`src/rtl/ctrl_pipe_hazard_unit.sv`:
```
// Pipeline control for a 5-stage core: carries decoder controls through ID/EX, EX/MEM
// and MEM/WB, detects load-use hazards and resolves branches (EX) and jumps (ID).
module ctrl_pipe_hazard_unit #(
  parameter int REG_AW  = 5,
  parameter int ALUOP_W = 2
) (
  input  logic               clk,
  input  logic               rst_n,
  input  logic               id_valid,
  input  logic               id_reg_dst,
  input  logic               id_jump,
  input  logic               id_branch,
  input  logic               id_branch_ne,
  input  logic               id_mem_read,
  input  logic               id_mem_to_reg,
  input  logic [ALUOP_W-1:0] id_alu_op,
  input  logic               id_mem_write,
  input  logic               id_alu_src,
  input  logic               id_reg_write,
  input  logic [REG_AW-1:0]  id_rs,
  input  logic [REG_AW-1:0]  id_rt,
  input  logic [REG_AW-1:0]  id_rd,
  input  logic               ex_zero,
  output logic [ALUOP_W-1:0] ex_alu_op,
  output logic               ex_alu_src,
  output logic [REG_AW-1:0]  ex_wr_reg,
  output logic               mem_mem_read,
  output logic               mem_mem_write,
  output logic               mem_reg_write,
  output logic [REG_AW-1:0]  mem_wr_reg,
  output logic               wb_reg_write,
  output logic               wb_mem_to_reg,
  output logic [REG_AW-1:0]  wb_wr_reg,
  output logic               pc_we,
  output logic               ifid_we,
  output logic               ifid_flush,
  output logic [1:0]         pc_src
);

  typedef enum logic [1:0] {
    PC_SEQ    = 2'b00,
    PC_BRANCH = 2'b01,
    PC_JUMP   = 2'b10
  } pc_sel_e;

  typedef struct packed {
    logic               reg_dst;
    logic               branch;
    logic               branch_ne;
    logic               mem_read;
    logic               mem_to_reg;
    logic [ALUOP_W-1:0] alu_op;
    logic               mem_write;
    logic               alu_src;
    logic               reg_write;
    logic [REG_AW-1:0]  rt;
    logic [REG_AW-1:0]  rd;
  } idex_t;

  typedef struct packed {
    logic              mem_read;
    logic              mem_write;
    logic              reg_write;
    logic              mem_to_reg;
    logic [REG_AW-1:0] wr_reg;
  } exmem_t;

  typedef struct packed {
    logic              reg_write;
    logic              mem_to_reg;
    logic [REG_AW-1:0] wr_reg;
  } memwb_t;

  idex_t   idex_d, idex_q;
  exmem_t  exmem_q;
  memwb_t  memwb_q;
  logic    load_use, branch_taken, take_jump, inject_bubble;
  pc_sel_e pc_sel;

  assign ex_wr_reg = idex_q.reg_dst ? idex_q.rd : idex_q.rt;

  // A write to $0 is architecturally discarded, so it can never create a load-use hazard.
  assign load_use = idex_q.mem_read & idex_q.reg_write & (ex_wr_reg != '0) &
                    ((ex_wr_reg == id_rs) | (ex_wr_reg == id_rt));
  assign branch_taken  = idex_q.branch & (ex_zero ^ idex_q.branch_ne);
  assign take_jump     = rst_n & id_valid & id_jump & ~load_use & ~branch_taken;
  assign inject_bubble = ~id_valid | load_use | branch_taken;

  always_comb begin
    idex_d            = '0;
    idex_d.reg_dst    = id_reg_dst;
    idex_d.branch     = id_branch;
    idex_d.branch_ne  = id_branch_ne;
    idex_d.mem_read   = id_mem_read;
    idex_d.mem_to_reg = id_mem_to_reg;
    idex_d.alu_op     = id_alu_op;
    idex_d.mem_write  = id_mem_write;
    idex_d.alu_src    = id_alu_src;
    idex_d.reg_write  = id_reg_write;
    idex_d.rt         = id_rt;
    idex_d.rd         = id_rd;
  end

  // NOTE: every output gets a default before the priority chain, so no path leaves one
  // unassigned and no latch is inferred.
  always_comb begin
    pc_we      = 1'b1;
    ifid_we    = 1'b1;
    ifid_flush = 1'b0;
    pc_sel     = PC_SEQ;
    if (branch_taken) begin
      pc_sel     = PC_BRANCH;
      ifid_flush = 1'b1;
    end else if (load_use) begin
      pc_we   = 1'b0;
      ifid_we = 1'b0;
    end else if (take_jump) begin
      pc_sel     = PC_JUMP;
      ifid_flush = 1'b1;
    end
  end

  assign pc_src = pc_sel;

  // NOTE: pipeline registers use non-blocking assignments so each stage samples the
  // previous stage's value from before the clock edge, independent of statement order.
  always_ff @(posedge clk or negedge rst_n) begin
    if (!rst_n) begin
      idex_q  <= '0;
      exmem_q <= '0;
      memwb_q <= '0;
    end else begin
      idex_q             <= inject_bubble ? '0 : idex_d;
      exmem_q.mem_read   <= idex_q.mem_read;
      exmem_q.mem_write  <= idex_q.mem_write;
      exmem_q.reg_write  <= idex_q.reg_write;
      exmem_q.mem_to_reg <= idex_q.mem_to_reg;
      exmem_q.wr_reg     <= ex_wr_reg;
      memwb_q.reg_write  <= exmem_q.reg_write;
      memwb_q.mem_to_reg <= exmem_q.mem_to_reg;
      memwb_q.wr_reg     <= exmem_q.wr_reg;
    end
  end

  assign ex_alu_op     = idex_q.alu_op;
  assign ex_alu_src    = idex_q.alu_src;
  assign mem_mem_read  = exmem_q.mem_read;
  assign mem_mem_write = exmem_q.mem_write;
  assign mem_reg_write = exmem_q.reg_write;
  assign mem_wr_reg    = exmem_q.wr_reg;
  assign wb_reg_write  = memwb_q.reg_write;
  assign wb_mem_to_reg = memwb_q.mem_to_reg;
  assign wb_wr_reg     = memwb_q.wr_reg;

endmodule

```
`config.mk`:
```
export PLATFORM = sky130hd
export DESIGN_NAME = ctrl_pipe_hazard_unit
export DESIGN_NICKNAME = d
export VERILOG_FILES = /design/src/rtl/ctrl_pipe_hazard_unit.sv
export SDC_FILE = /design/constraint.sdc
export NUM_CORES = 1
export LEC_CHECK = 0
export CAP_MARGIN = 20
export CORE_UTILIZATION = 58
export CTS_BUF_LIST = sky130_fd_sc_hd__clkbuf_4 sky130_fd_sc_hd__clkbuf_8
export DETAILED_ROUTE_END_ITERATION = 7
export DONT_BUFFER_PORTS = 1
export PLACE_DENSITY = 0.74
export SLEW_MARGIN = 15
export SYNTH_ARGS = -nofsm -noshare
export SYNTH_HDL_FRONTEND = slang
export SYNTH_SLANG_ARGS = --single-unit
```
`constraint.sdc`:
```
create_clock -name clk -period 3.5 [get_ports clk]
set_input_delay 0.7 -clock clk [delete_from_list [all_inputs] [get_ports clk]]
set_output_delay 0.7 -clock clk [all_outputs]
set_load 0.02 [all_outputs]
```
==> flow_metrics.tcl <==
set metrics [dict create \
    fin_crit_sh 0.943 \
    fin_area_um2 1480 \
    slowest_stage "dfrtp_1" \
    crit_arrival_ns 2.60 \
    p_leak_nw 0.715 \
    grt.total_usage 0.209 \
    clkLatencyLatePin_ns 0.34 \
    layout_setup_ws_ns 0.198 \
    clock_path_buffers 2 \
    status "complete, no violations" \
    cts_tree "yes" \
    cap_violations 0 \
    synth_seq_cells 36 \
    drc 0 \
    finalSetupViolCount 0 \
    cts-htree-levels 2 \
    critPathBufInv 0 \
    yosys_most_used_dff "dfrtp_1" \
    path_cells "mux2i_1 -> nand3_1 -> o211ai_1 -> a21oi_4 -> nor3_1" \
    vias 881 \
    cp-start-kind "register" \
    syn_area_per_cell_um2 11.4 \
    cts-resized-gates 0 \
    yosys.area.top_type "dfrtp_1" \
    grt_max_degree 38 \
    netlist_top_cells_area "dfrtp_1 (61%), nor3_1 (7.8%), buf_4 (5.1%)" \
    startpoint "idex_q[19]" \
    dp_slack_ns 0.524 \
    critPathMaxFanout 12 \
    antenna_found_initial 0 \
    max_freq_mhz 303 \
    numCtsBuffers 5 \
    diodes 0 \
    die_y_um 52.3 \
    cts.sinks 36 \
    dp_cells 141 \
    skew_ns 0.00740 \
    vdd_drop_max_mv 0.413 \
    regArea_um2 901 \
    worst_setup_hold_path_clk_slew_ns 0.11 \
    place.gp.congestion 0.776 \
    drive_above_1_share 0.123 \
    p_total_mw 0.827 \
    synth_top_cell_area_share 0.614 \
    placed_area_um2 1390 \
    synth_seq_area_share 0.614 \
    drv_slew 0 \
    antenna_left 0 \
    post-cts-setup-buffer-count 0 \
    hold_path_class "in -> async" \
    drt_iter0_markers 18 \
    synthesis.nets 159 \
    root_buffer "clkbuf_4" \
    die_w_um 52.3 \
    syn_to_final_growth_pct 1.02 \
    relSlewSlack 0.583 \
    cp.required_ns 2.80 \
    rsz0062_at_grt "no" \
    finalCriticalPeriod_ns 3.30 \
    fp.coreArea_um2 2300 \
    worst_pin_slew_ns 0.620 \
    dp_hpwl_mm 1.72 \
    r2r_start "idex_q[19]" \
    post-synth-top-count-cell "dfrtp_1" \
    num_rows 17 \
    synthArstFlopShare 1.00 \
    worstSetupPathType "reg -> out" \
    fin_nets 151 \
    synth_edf_count 0 \
    largest_reg_flops 17 \
    routedWlPerCell_um 16.8 \
    synth_cells 129 \
    portBuffers 0 \
    viasPerCell 5.87 \
    tns_ns 0 \
    synth_commonest_cells "dfrtp_1 (36), nor3_1 (23), nand2_1 (20)" \
    first_pass_iters 4 \
    utilization 0.645 \
    crit_family "simple AND/OR/NAND/NOR gates" \
    die_area_um2 2730 \
    final_cells 150 \
    netlist_area_um2 1470 \
    whs_ns 0.0309 \
    ys.warnings.count 0 \
    fillers 190 \
    cp-end-kind "output pin" \
    power_density_nw_per_um2 558 \
    finalWirelength_mm 2.52 \
    cp_slowest_stage_delay_ns 0.56 \
    synth.distinct_cells 20 \
    ios 58 \
    grt_pass1_wl_mm 3.84 \
    overflow 0 \
    hold_violations 0 \
    initial_core_util 0.638 \
    multi_input_area_um2 439 \
    grt_pass1_vias 836 \
]
## worst reg2reg max path, cell delays in order, from the launching register on
cell and delay, ns:
dfrtp_1 0.56, mux2i_2 0.37, xnor2_1 0.11, nor3_1 0.20, nand3_1 0.21, a21oi_2 0.49, nor3_1 0.11
## cell usage in the layout (no fill, tap or decap), types with 2 or more instances in the layout
master and n:
nand3_1 4, nor3_1 23, xor2_1 5, clkbuf_4 5, xnor2_1 6, nand2_1 20, inv_1 5, mux2i_2 3
mux2i_1 2, dfrtp_1 36
## final cells by class
class | instances | area share
multi-input cells | 72 | 0.296
clock buffers | 5 | 0.0253
well taps | 28 | 0.0236
clock inverters | 3 | 0.0287
repair buffers | 1 | 0.00507
inverters | 5 | 0.0127
flip-flops and latches | 36 | 0.608
## cells by family (layout without fill, tap and decap cells)
kind of cell    count (synthesis)  after routing  share of synthesized area
compound gates                  4              5                     0.0247
xor+xnor                       11             11                     0.0657
buf+inv                        22             14                     0.0922
flops                          36             36                      0.614
mux                             5              5                     0.0418
simple gates                   51             51                      0.161
## where the power goes
part	leakage [nW]	internal [mW]	switching, mW
sequential	0.469	0.443	0.0333
clock	0.0412	0.149	0.138
combinational	0.205	0.0251	0.0388
total	0.715	0.616	0.210
## worst paths after layout
kind / slack [ns] / end / cells past startpoint
worst max-delay path: 0.20 / pc_src[1] / 5
max in group asynchronous: 3.38 / wb_wr_reg[2] / 0
min in group clk: 0.36 / mem_mem_write / 0
worst min register to register: 0.36 / mem_mem_write / 0
worst max register to register: 1.33 / idex_q[19] / 6
worst min-delay path: 0.03 / idex_q[15] / 0
## routing by layer
layer	global-route usage	part of all wire	vias to the layer above
met2	0.321	0.48	52
met4	0.123	0.023	0
met3	0.104	0.12	5
met5	0	0	-
met1	0.232	0.38	429
li1	-	-	395
## timing repair
item | CTS | global route
endpoints found under the setup margin | 0 | 2
hold buffers | 0 | 0
endpoints found under the hold margin | 0 | 0
Power figures use the tool's default switching activity.
